### config.mk
export PLATFORM = sky130hd
export DESIGN_NAME = fetch_sequencer
export DESIGN_NICKNAME = d
export VERILOG_FILES = /design/src/rtl/fetch_pkg.sv /design/src/rtl/fetch_timeout_counter.sv /design/src/rtl/fetch_sequencer.sv
export SDC_FILE = /design/constraint.sdc
export NUM_CORES = 1
export LEC_CHECK = 0
export CORE_UTILIZATION = 43
export DETAILED_ROUTE_END_ITERATION = 12
export PLACE_DENSITY = 0.79
export SYNTH_ARGS = -nofsm -noshare
export SYNTH_HDL_FRONTEND = slang
export SYNTH_HIERARCHICAL = 1
export SYNTH_SLANG_ARGS = --single-unit
### constraint.sdc
create_clock -name clk -period 2.5 [get_ports clk]
set_input_delay 0.625 -clock clk [delete_from_list [all_inputs] [get_ports clk]]
set_output_delay 0.625 -clock clk [all_outputs]
set_load 0.02 [all_outputs]
### src/rtl/fetch_pkg.sv
// Shared types and constants for the fetch sequencer.
package fetch_pkg;

  // Sequencer control states.
  typedef enum logic [2:0] {
    S_INIT  = 3'd0,
    S_FETCH = 3'd1,
    S_ISSUE = 3'd2,
    S_REDIR = 3'd3,
    S_HALT  = 3'd4
  } fetch_state_t;

  // Address the PC is cleared to and the reset value of address registers.
  localparam logic [31:0] RESET_VECTOR = '0;

endpackage

### src/rtl/fetch_timeout_counter.sv
// Counts consecutive unacknowledged fetch cycles; expired_o marks the last allowed one.
module fetch_timeout_counter #(
  parameter int unsigned TIMEOUT = 16
) (
  input  logic clk,
  input  logic reset_n,
  input  logic clear_i,
  input  logic inc_i,
  output logic expired_o
);

  localparam int unsigned CNT_W = $clog2(TIMEOUT);

  logic [CNT_W-1:0] cnt_q, cnt_d;
  logic             expired_q, expired_d;

  // Next count: clear wins, increment saturates at the expiry value.
  always_comb begin
    cnt_d = cnt_q;
    if (clear_i) begin
      cnt_d = '0;
    end else if (inc_i && !expired_q) begin
      cnt_d = cnt_q + CNT_W'(1);
    end
    expired_d = (cnt_d == CNT_W'(TIMEOUT - 1));
  end

  // Counter and registered expiry flag.
  always_ff @(posedge clk or negedge reset_n) begin
    if (!reset_n) begin
      cnt_q     <= '0;
      expired_q <= 1'b0;
    end else begin
      cnt_q     <= cnt_d;
      expired_q <= expired_d;
    end
  end

  assign expired_o = expired_q;

endmodule

### src/rtl/fetch_sequencer.sv
// Drives the PC register and the instruction-fetch handshake, buffers one
// instruction for decode, applies execute redirects and stops at a halt PC.
module fetch_sequencer
  import fetch_pkg::*;
#(
  parameter int unsigned          ADDR_W    = 32,
  parameter logic [ADDR_W-1:0]    HALT_ADDR = ADDR_W'(32'h0000_004C),
  parameter int unsigned          TIMEOUT   = 16
) (
  input  logic              clk,
  input  logic              reset_n,
  input  logic [ADDR_W-1:0] pc,
  output logic              pc_clk_enable,
  output logic              pc_reset,
  output logic              pc_src,
  output logic [ADDR_W-1:0] pc_target,
  output logic              imem_req,
  output logic [ADDR_W-1:0] imem_addr,
  input  logic              imem_ack,
  input  logic [31:0]       imem_rdata,
  output logic              instr_valid,
  input  logic              instr_ready,
  output logic [31:0]       instr,
  output logic [ADDR_W-1:0] instr_pc,
  input  logic              stall,
  input  logic              redirect_valid,
  input  logic [ADDR_W-1:0] redirect_target,
  output logic              halted,
  output logic              fetch_error,
  output logic [31:0]       issued_count
);

  fetch_state_t      state_q, state_d;
  logic [31:0]       instr_q, instr_d;
  logic [ADDR_W-1:0] instr_pc_q, instr_pc_d;
  logic [31:0]       count_q, count_d;
  logic              redir_pend_q, redir_pend_d;
  logic [ADDR_W-1:0] tgt_q, tgt_d;
  logic              halted_q, halted_d;
  logic              fetch_error_q, fetch_error_d;
  logic              imem_req_q, imem_req_d;

  logic              to_clear, to_inc, to_expired;

  fetch_timeout_counter #(
    .TIMEOUT (TIMEOUT)
  ) u_timeout (
    .clk       (clk),
    .reset_n   (reset_n),
    .clear_i   (to_clear),
    .inc_i     (to_inc),
    .expired_o (to_expired)
  );

  // Next-state, register updates and the combinational PC/decode strobes.
  always_comb begin
    state_d       = state_q;
    instr_d       = instr_q;
    instr_pc_d    = instr_pc_q;
    count_d       = count_q;
    redir_pend_d  = redir_pend_q;
    tgt_d         = tgt_q;
    halted_d      = halted_q;
    fetch_error_d = fetch_error_q;
    pc_clk_enable = 1'b0;
    pc_reset      = 1'b0;
    pc_src        = 1'b0;
    pc_target     = '0;
    instr_valid   = 1'b0;
    to_clear      = 1'b1;
    to_inc        = 1'b0;

    unique case (state_q)
      S_INIT: begin
        pc_reset      = 1'b1;
        pc_clk_enable = 1'b1;
        state_d       = S_FETCH;
      end
      S_FETCH: begin
        to_clear = imem_ack;
        to_inc   = !imem_ack;
        // Newest redirect wins while the fetch is outstanding.
        if (redirect_valid) begin
          redir_pend_d = 1'b1;
          tgt_d        = redirect_target;
        end
        if (imem_ack) begin
          if (redir_pend_q || redirect_valid) begin
            state_d = S_REDIR;
          end else begin
            instr_d    = imem_rdata;
            instr_pc_d = pc;
            state_d    = S_ISSUE;
          end
        end else if (to_expired) begin
          fetch_error_d = 1'b1;
          halted_d      = 1'b1;
          state_d       = S_HALT;
        end
      end
      S_ISSUE: begin
        instr_valid = !stall && !redirect_valid;
        // A redirect squashes the buffered instruction even under stall.
        if (redirect_valid) begin
          pc_clk_enable = 1'b1;
          pc_src        = 1'b1;
          pc_target     = redirect_target;
          state_d       = S_FETCH;
        end else if (instr_valid && instr_ready) begin
          count_d = count_q + 32'd1;
          if (instr_pc_q == HALT_ADDR) begin
            halted_d = 1'b1;
            state_d  = S_HALT;
          end else begin
            pc_clk_enable = 1'b1;
            state_d       = S_FETCH;
          end
        end
      end
      S_REDIR: begin
        pc_clk_enable = 1'b1;
        pc_src        = 1'b1;
        pc_target     = redirect_valid ? redirect_target : tgt_q;
        redir_pend_d  = 1'b0;
        state_d       = S_FETCH;
      end
      S_HALT: begin
        state_d = S_HALT;
      end
      default: begin
        state_d = S_INIT;
      end
    endcase

    imem_req_d = (state_d == S_FETCH);
  end

  // State, instruction buffer, counters and sticky status.
  always_ff @(posedge clk or negedge reset_n) begin
    if (!reset_n) begin
      state_q       <= S_INIT;
      instr_q       <= '0;
      instr_pc_q    <= ADDR_W'(RESET_VECTOR);
      count_q       <= '0;
      redir_pend_q  <= 1'b0;
      tgt_q         <= ADDR_W'(RESET_VECTOR);
      halted_q      <= 1'b0;
      fetch_error_q <= 1'b0;
      imem_req_q    <= 1'b0;
    end else begin
      state_q       <= state_d;
      instr_q       <= instr_d;
      instr_pc_q    <= instr_pc_d;
      count_q       <= count_d;
      redir_pend_q  <= redir_pend_d;
      tgt_q         <= tgt_d;
      halted_q      <= halted_d;
      fetch_error_q <= fetch_error_d;
      imem_req_q    <= imem_req_d;
    end
  end

  assign imem_addr    = (state_q == S_FETCH) ? pc : '0;
  assign imem_req     = imem_req_q;
  assign instr        = instr_q;
  assign instr_pc     = instr_pc_q;
  assign halted       = halted_q;
  assign fetch_error  = fetch_error_q;
  assign issued_count = count_q;

endmodule
## Word-level counts from Yosys, hierarchy flattened

Index checks and enable logic that the tools add are counted.

- Bits in registers: 140
- Bits of input ports: 102
- Output and inout bits: 167
- Logic and storage cells: 77

- Add/subtract/negate cells: 2
- Eq/ne operators: 13
- Muxes and demuxes: 31
- Bitwise logic cells: 3
- Reduce and logical (&&, ||, !) cells: 17

Operators by type and width:

| cell | number |
|---|---|
| $mux 32 | 3 |
| $pmux 32 s2 | 1 |
| $add 32x1->32 const B | 1 |
| $eq 32x7->1 const B | 1 |
| $mux 1 | 15 |
| $mux 3 | 5 |
| $pmux 3 s4 | 1 |
| $ne 2x2->1 const B | 5 |
| $reduce_and 3->1 | 3 |
| $mux 4 | 2 |
| $pmux 1 s2 | 4 |
| $eq 3x1->1 const B | 2 |
| $eq 3x2->1 const B | 2 |
| $reduce_and 6->1 | 1 |
| $add 4x1->4 const B | 1 |
| $eq 4x4->1 const B | 1 |
| $logic_not 1->1 | 4 |
| $reduce_bool 2->1 | 2 |
| $eq 3x3->1 const B | 1 |
| $logic_and 1x1->1 | 3 |
| $logic_not 3->1 | 1 |
| $not 1->1 | 3 |
| $ne 2x1->1 const B | 1 |
| $reduce_and 2->1 | 1 |
| other kinds (2) | 2 |

## Depth between registers and ports, before layout

Gate-level depths: netlist of the first run.

- Word-level depth: 7
- Mapped depth: 8
- Mapped depth without buffers: 7

## Modules after synthesis

Netlist of the first run, hierarchy kept.

By module, submodules not included:

| module | instances | cells an instance | area each (um^2) | seq. area each (um^2) |
|---|---|---|---|---|
| fetch_sequencer | 1 | 503 | 6,098.3 | 3,378.2 |
| fetch_timeout_counter | 1 | 27 | 289.0 | 125.1 |

## Least setup slack after synthesis of the first run

No wires, ideal clock.

- Kind: input to register
- Start: input port redirect_valid
- End: register count_q[26], in the netlist issued_count[26]
- Library setup time: 80 ps
- Arrival: 2,318 ps
- Required time: 2,420 ps
- Path slack: 102 ps
- Stages on the path: 6
- Buffers on the path: 2
- Cells stage by stage: or4b_1 buf_2 or4_4 buf_6 nor4_2 xor2_1

- Cells in the longest elaborated chain, start to end: 4
- Elaborated cells on any way between the ends: 5
- Classes of those cells: bitwise: 1; reduce/logical: 4

RTL lines:

| element | line | RTL |
|---|---|---|
| start, declared | fetch_sequencer.sv:26 | `input logic redirect_valid,` |
| $logic_not 1->1 | fetch_sequencer.sv:102 | `instr_valid = !stall && !redirect_valid;` |
| $logic_and 1x1->1 | fetch_sequencer.sv:102 |  |
| $logic_and 1x1->1 | fetch_sequencer.sv:109 | `end else if (instr_valid && instr_ready) begin` |
| $reduce_and 3->1 (no line) * | n/a |  |
| end signal, assigned | fetch_sequencer.sv:154 | `count_q <= count_d;` |
| end, declared | fetch_sequencer.sv:36 | `logic [31:0] count_q, count_d;` |

Every way passes the cells marked *; elsewhere a longest branch is shown, timed or not.
A chain may end at the register's enable or synchronous reset.

## Final worst setup path of the first run

- Start: input port instr_ready
- End: output port pc_clk_enable

- Cells in the longest elaborated chain, start to end: 4

RTL lines:

| element | line | RTL |
|---|---|---|
| start, declared | fetch_sequencer.sv:22 | `input logic instr_ready,` |
| $logic_and 1x1->1 | fetch_sequencer.sv:109 |  |
| $mux 1 | fetch_sequencer.sv:109 |  |
| $mux 1 | fetch_sequencer.sv:104 | `if (redirect_valid) begin` |
| $pmux 1 s2 | fetch_sequencer.sv:73 | `unique case (state_q)` |
| end, declared | fetch_sequencer.sv:13 | `output logic pc_clk_enable,` |

Every way passes these cells.

==> results of run 1 <==
[report_power, final]
part / switching (W) / total [W] / internal, W
sequential: 0.000383 / 0.00331 / 0.00293
combinational: 0.00181 / 0.00392 / 0.00212
clock: 0.000973 / 0.00250 / 0.00153
total: 0.00316 / 0.00974 / 0.00658
[state kept, by name, indices dropped and copies added (netlist names)]
| register | count |
|---|---|
| u_timeout/cnt_q | 4 |
| issued_count | 32 |
| instr | 32 |
| fetch_error | 1 |
| imem_req | 1 |
| instr_pc | 32 |
| redir_pend_q | 1 |
| state_q | 3 |
| u_timeout/expired_o | 1 |
| halted | 1 |
| tgt_q | 32 |
[area by class of cell]
class	count	area (sq um)
repair buffers	330	2968
multi-input cells	352	2759
clock buffers	20	456.7
well taps	184	230.2
flip-flops and latches	140	3503
clock inverters	12	137.6
fillers	1098	4461
inverters	5	18.77
[metrics by stage]
step                      power, W  TNS, ps  setup WS, ps  cell area, sq um  utilization
after floorplan           0.005040        0         102.2              6387            -
after global placement    0.007221   -23940        -663.8              9677       0.6658
after detailed placement  0.007325   -27960        -660.1              9677       0.6658
after CTS                 0.009847   -202.4        -202.4             10210       0.7027
after global routing       0.01021   -207.1        -207.1             10070       0.6931
final                     0.009741   -111.5        -111.5             10070       0.6931
[cell usage after synthesis (all sizes together)]
cell type	count
a211o	2
a211oi	1
a22oi	32
a311oi	2
a32oi	1
and2	39
and3	7
and4	5
buf	7
clkbuf	26
dfrtp	140
ha	2
inv	5
mux2	97
mux2i	2
nand2	17
nand2b	5
nand3	14
nand3b	2
nand4	10
nor2	45
nor2b	4
nor3	9
nor3b	1
nor4	12
nor4b	1
nor4bb	1
o21a	1
o21ai	3
o31a	1
or2	2
or4	1
or4b	1
xnor2	23
xor2	9
[metal layers]
layer  share of wire  routed length (um)  vias to the layer above  track usage
li1                -                   -                     2512            -
met1            0.40                7216                     2629       0.2808
met2            0.50                9080                      229       0.4063
met3           0.088                1581                       16      0.09020
met4           0.010                 183                        0      0.06928
met5               0                   0                        -            0
[kinds of logic (layout without fill, tap and decap cells)]
group / count (synthesis) / in the layout
AOI/OAI and AO/OA: 43 / 43
xor gates and xnor gates: 32 / 32
adders and majority gates: 2 / 2
buffers and inverters: 38 / 367
DFF: 140 / 140
muxes: 99 / 99
and+or+nand+nor: 176 / 176
[worst paths after layout]
path,slack (ps),cells after the start,endpoint
max,-110,6,pc_clk_enable
min,100,1,issued_count[2]$_DFFE_PN0P_
max reg2reg,170,5,issued_count[16]$_DFFE_PN0P_
min reg2reg,480,1,fetch_error$_DFFE_PN0P_
max in group asynchronous,1730,2,instr_pc[6]$_DFFE_PN0P_
min in group clk,480,1,fetch_error$_DFFE_PN0P_
[timing repair]
item	4_1_cts	5_1_grt
pin swaps	2	4
buffers inserted	1	1
gates resized for setup	123	73
setup endpoints to repair	70	47
gates cloned	1	0
[worst max-delay path, delay by kind of cell]
family | cells | cell delay [ps]
compound gates | 2 | 380
buf+inv | 2 | 720
simple gates | 2 | 250
==> results.cfg, run 1 <==
[floorplanning]
die_h_um = 123.9
dieArea_sq_um = 15350
start_util = 0.4395
boundaryPins = 269
core_sq_um = 14530
fp.dieW_um = 123.9
fp-row-count = 44

[timing]
setup_slack_ps = -111.5
slew-limit-headroom = 0.7383
whs_ps = 103.9
finalClockSkew_ps = 12.77
period_needed_ps = 2611
maxSlewViolCount = 0
setup_viol = 1
fmax_mhz = 382.9
hold_viol = 0
final.period_utilization = 1.045
worstMarginPinSlew_ps = 392.5
rsz0062_at_grt = true

[detailed_routing]
wirelength_mm = 18.06
drtIter0Drc = 157
firstDrtPassIters = 4
via_count = 5386
antenna_left = 0
drc_errors = 0
via_per_inst = 5.164
detail_route.wl_per_cell_um = 17.32

[global_route]
antenna_found_initial = 0
grt_pass1_vias = 5513
grt_use_total = 0.2392
grt_pass1_wl_mm = 27.72
overflow = 0
grt_max_degree = 66

[logic_synthesis]
synth_seq_cells = 140
synth-compound-area-share = 0.05132
synth_top_family_by_area = multiplexers
synthAdderAreaFrac = 0.003918
synth-seq-area-share = 0.5485
muxShareOfSynthArea = 0.1747
syn_area_per_cell_sq_um = 12.05
synth-simple-area-share = 0.1516
synth_top_area_frac = 0.5485
postSynthNetCount = 634
synth_cells = 530
ys_top_cells_by_area = dfrtp_1 (55%), mux2_2 (17%), and2_1 (3.8%)
post_synth_xor_area_fraction = 0.04388
synth_area_sq_um = 6387
synth_area_leader_cell = dfrtp_1
synth.distinct_cells = 40
yosysWarnings = 6

[worst_setup_path]
cp-end-kind = output port
crit_fanout = 2
slowest_delay_ps = 530
cp_slowest_cell = clkdlybuf4s50_1
r2r_start = state_q[0]$_DFF_PN0_
worstSetupStartpointType = input port
crit_type = in2out
critPathLaunch = instr_ready
path_cells = clkdlybuf4s50_1, nand2b_1, nor2_1, o21ai_2, a311oi_2, buf_4
worstPathRequired_ps = 1880
crit_arrival_ps = 1990

[clock_tree]
numCtsBuffers = 17
cts_max_level = 4
clk_latency_ps = 410
cts_hold_buf = 0
path_clk_slew_ps = 60
cts_tree = done
cts_root_buffer = clkbuf_16
clock-sinks = 140
cts_buffer_depth = 2

[worst_hold_path]
hp-class = in2async

[placed_design]
dp_hpwl_mm = 13.06
gp_routability_congestion = 0.8376
port_buffers = 268
dp.cells = 1009

[power]
vdd_ir_drop_max_uv = 721.6
power_density_nw_per_um2 = 967.0
p_leak_nw = 4.497

[final_layout]
syn_to_final_growth_pct = 57.71
final_cell_mix = clkdlybuf4s50_1 (198), dfrtp_1 (140), mux2_2 (96)
num_antenna_cells = 0
drive_above_1_share = 0.2957
final_common_cell = clkdlybuf4s50_1
fin_nets = 950
final_cells = 1043

[run]
cap_violations = 0

[outcome]
violations = setup timing
outcome = complete, but fails checks
No activity file was read; power rests on OpenSTA's default activity.
==> run 2, diff against run 1 <==
--- a/config.mk
+++ b/config.mk
@@ -6,8 +6,10 @@
 export NUM_CORES = 1
 export LEC_CHECK = 0
 export CORE_UTILIZATION = 43
+export CTS_CLUSTER_SIZE = 14
 export DETAILED_ROUTE_END_ITERATION = 12
 export PLACE_DENSITY = 0.79
+export SETUP_SLACK_MARGIN = 0.02
 export SYNTH_ARGS = -nofsm -noshare
 export SYNTH_HDL_FRONTEND = slang
 export SYNTH_HIERARCHICAL = 1
==> results.cfg, run 2 (synthesized netlist as in run 1, its figures left out) <==
[outcome]
outcome = complete, but fails checks
violations = setup timing

[clock_tree]
clk_latency_ps = 410
path_clk_slew_ps = 60
cts_root_buffer = clkbuf_16
cts_tree = done
cts_max_level = 4
numCtsBuffers = 17
cts_buffer_depth = 2
clock-sinks = 140

[final_layout]
finish.instance_area_sq_um = 10100
num_antenna_cells = 0
drive_above_1_share = 0.2980
final_common_cell = clkdlybuf4s50_1
fin_util = 0.6948
fin_nets = 950
final_cell_mix = clkdlybuf4s50_1 (198), dfrtp_1 (140), mux2_2 (96)
syn_to_final_growth_pct = 58.10

[worst_setup_path]
cp-end-kind = output port
crit_type = in2out
r2r_end = issued_count[16]$_DFFE_PN0P_
worstSetupStartpointType = input port
r2r_start = state_q[0]$_DFF_PN0_
reg2reg_slack_ps = 170
worstPathRequired_ps = 1880
crit_fanout = 2
critPathLaunch = stall
crit_arrival_ps = 1990
reg2reg_depth = 5

[timing]
worstMarginPinSlew_ps = 387.7
setup_slack_ps = -113.6
fmax_mhz = 382.6
hold_viol = 0
tns_ps = -113.6
final.period_utilization = 1.045
slew-limit-headroom = 0.7416
finalClockSkew_ps = 12.45
rsz0062_at_grt = true
setup_viol = 1
period_needed_ps = 2614
maxSlewViolCount = 0

[detailed_routing]
drtIter0Drc = 182
detail_route.wl_per_cell_um = 17.32
firstDrtPassIters = 4
via_count = 5374
antenna_left = 0
wirelength_mm = 18.06
drc_errors = 0
via_per_inst = 5.152

[floorplanning]
die_h_um = 123.9
fp-row-count = 44
core_sq_um = 14530
fp.dieW_um = 123.9
boundaryPins = 269
start_util = 0.4395
dieArea_sq_um = 15350

[placed_design]
dpl_worst_slack_ps = -660.1
port_buffers = 268
placedInstanceArea_sq_um = 9677
gp_routability_congestion = 0.8376
dp_hpwl_mm = 13.06

[power]
p_leak_nw = 4.500
finalPower_w = 0.009760
vdd_ir_drop_max_uv = 722.8
power_density_nw_per_um2 = 966.5

[global_route]
grt_pass1_wl_mm = 27.74
grt_max_degree = 66
antenna_found_initial = 0
overflow = 0
grt_pass1_vias = 5520
grt_use_total = 0.2397

[run]
cap_violations = 0

[worst_hold_path]
hp-class = in2async
[run 2: critical path, cell delays in order]
cell and delay [ps]:
clkdlybuf4s50_1 450, nand2b_1 190, nor2_1 140, o21ai_2 80, a311oi_2 300, buf_4 190
[run 2: how the worst max path moves through the flow]
stage                                   end  slack [ps]
2_1_floorplan  issued_count[26]$_DFFE_PN0P_         100
3_3_place_gp                  pc_clk_enable        -660
3_5_place_dp                  pc_clk_enable        -660
4_1_cts                       pc_clk_enable        -200
5_1_grt                       pc_clk_enable        -210
6_report                      pc_clk_enable        -110
[run 2: repair_timing]
action	4_1_cts	5_1_grt
endpoints found under the setup margin	70	55
pin swaps	1	4
gates cloned	1	0
resized for setup	138	71
setup buffers	1	1
hold buffers	0	0
[run 2: stage by stage]
stage,instances,hold slack (ps)
after CTS,1043,98.25
after floorplan,530,329.4
final,1043,105.6
after global placement,1009,463.2
after global routing,1043,110.0
after detailed placement,1009,460.0
[run 2: where the power goes]
part	internal [W]	switching (W)
logic	0.00213	0.00181
clock network	0.00153	0.000976
registers	0.00293	0.000383
[run 2: layer usage]
metal / share of wire / wire length (um) / track usage / vias to the layer above
met5: 0 / 0 / 0 / -
met4: 0.011 / 198 / 0.07154 / 0
met3: 0.090 / 1630 / 0.09341 / 20
met2: 0.50 / 9112 / 0.4076 / 225
met1: 0.39 / 7119 / 0.2781 / 2616
li1: - / - / - / 2513
[run 2: cell type report]
class,instances,area (sq um)
multi-input combinational,352,2761
clock buffer,20,456.7
timing repair buffer,330,2990
fill,1091,4436
clock inverter,12,137.6
tap,184,230.2
sequential,140,3503
inverter,5,18.77
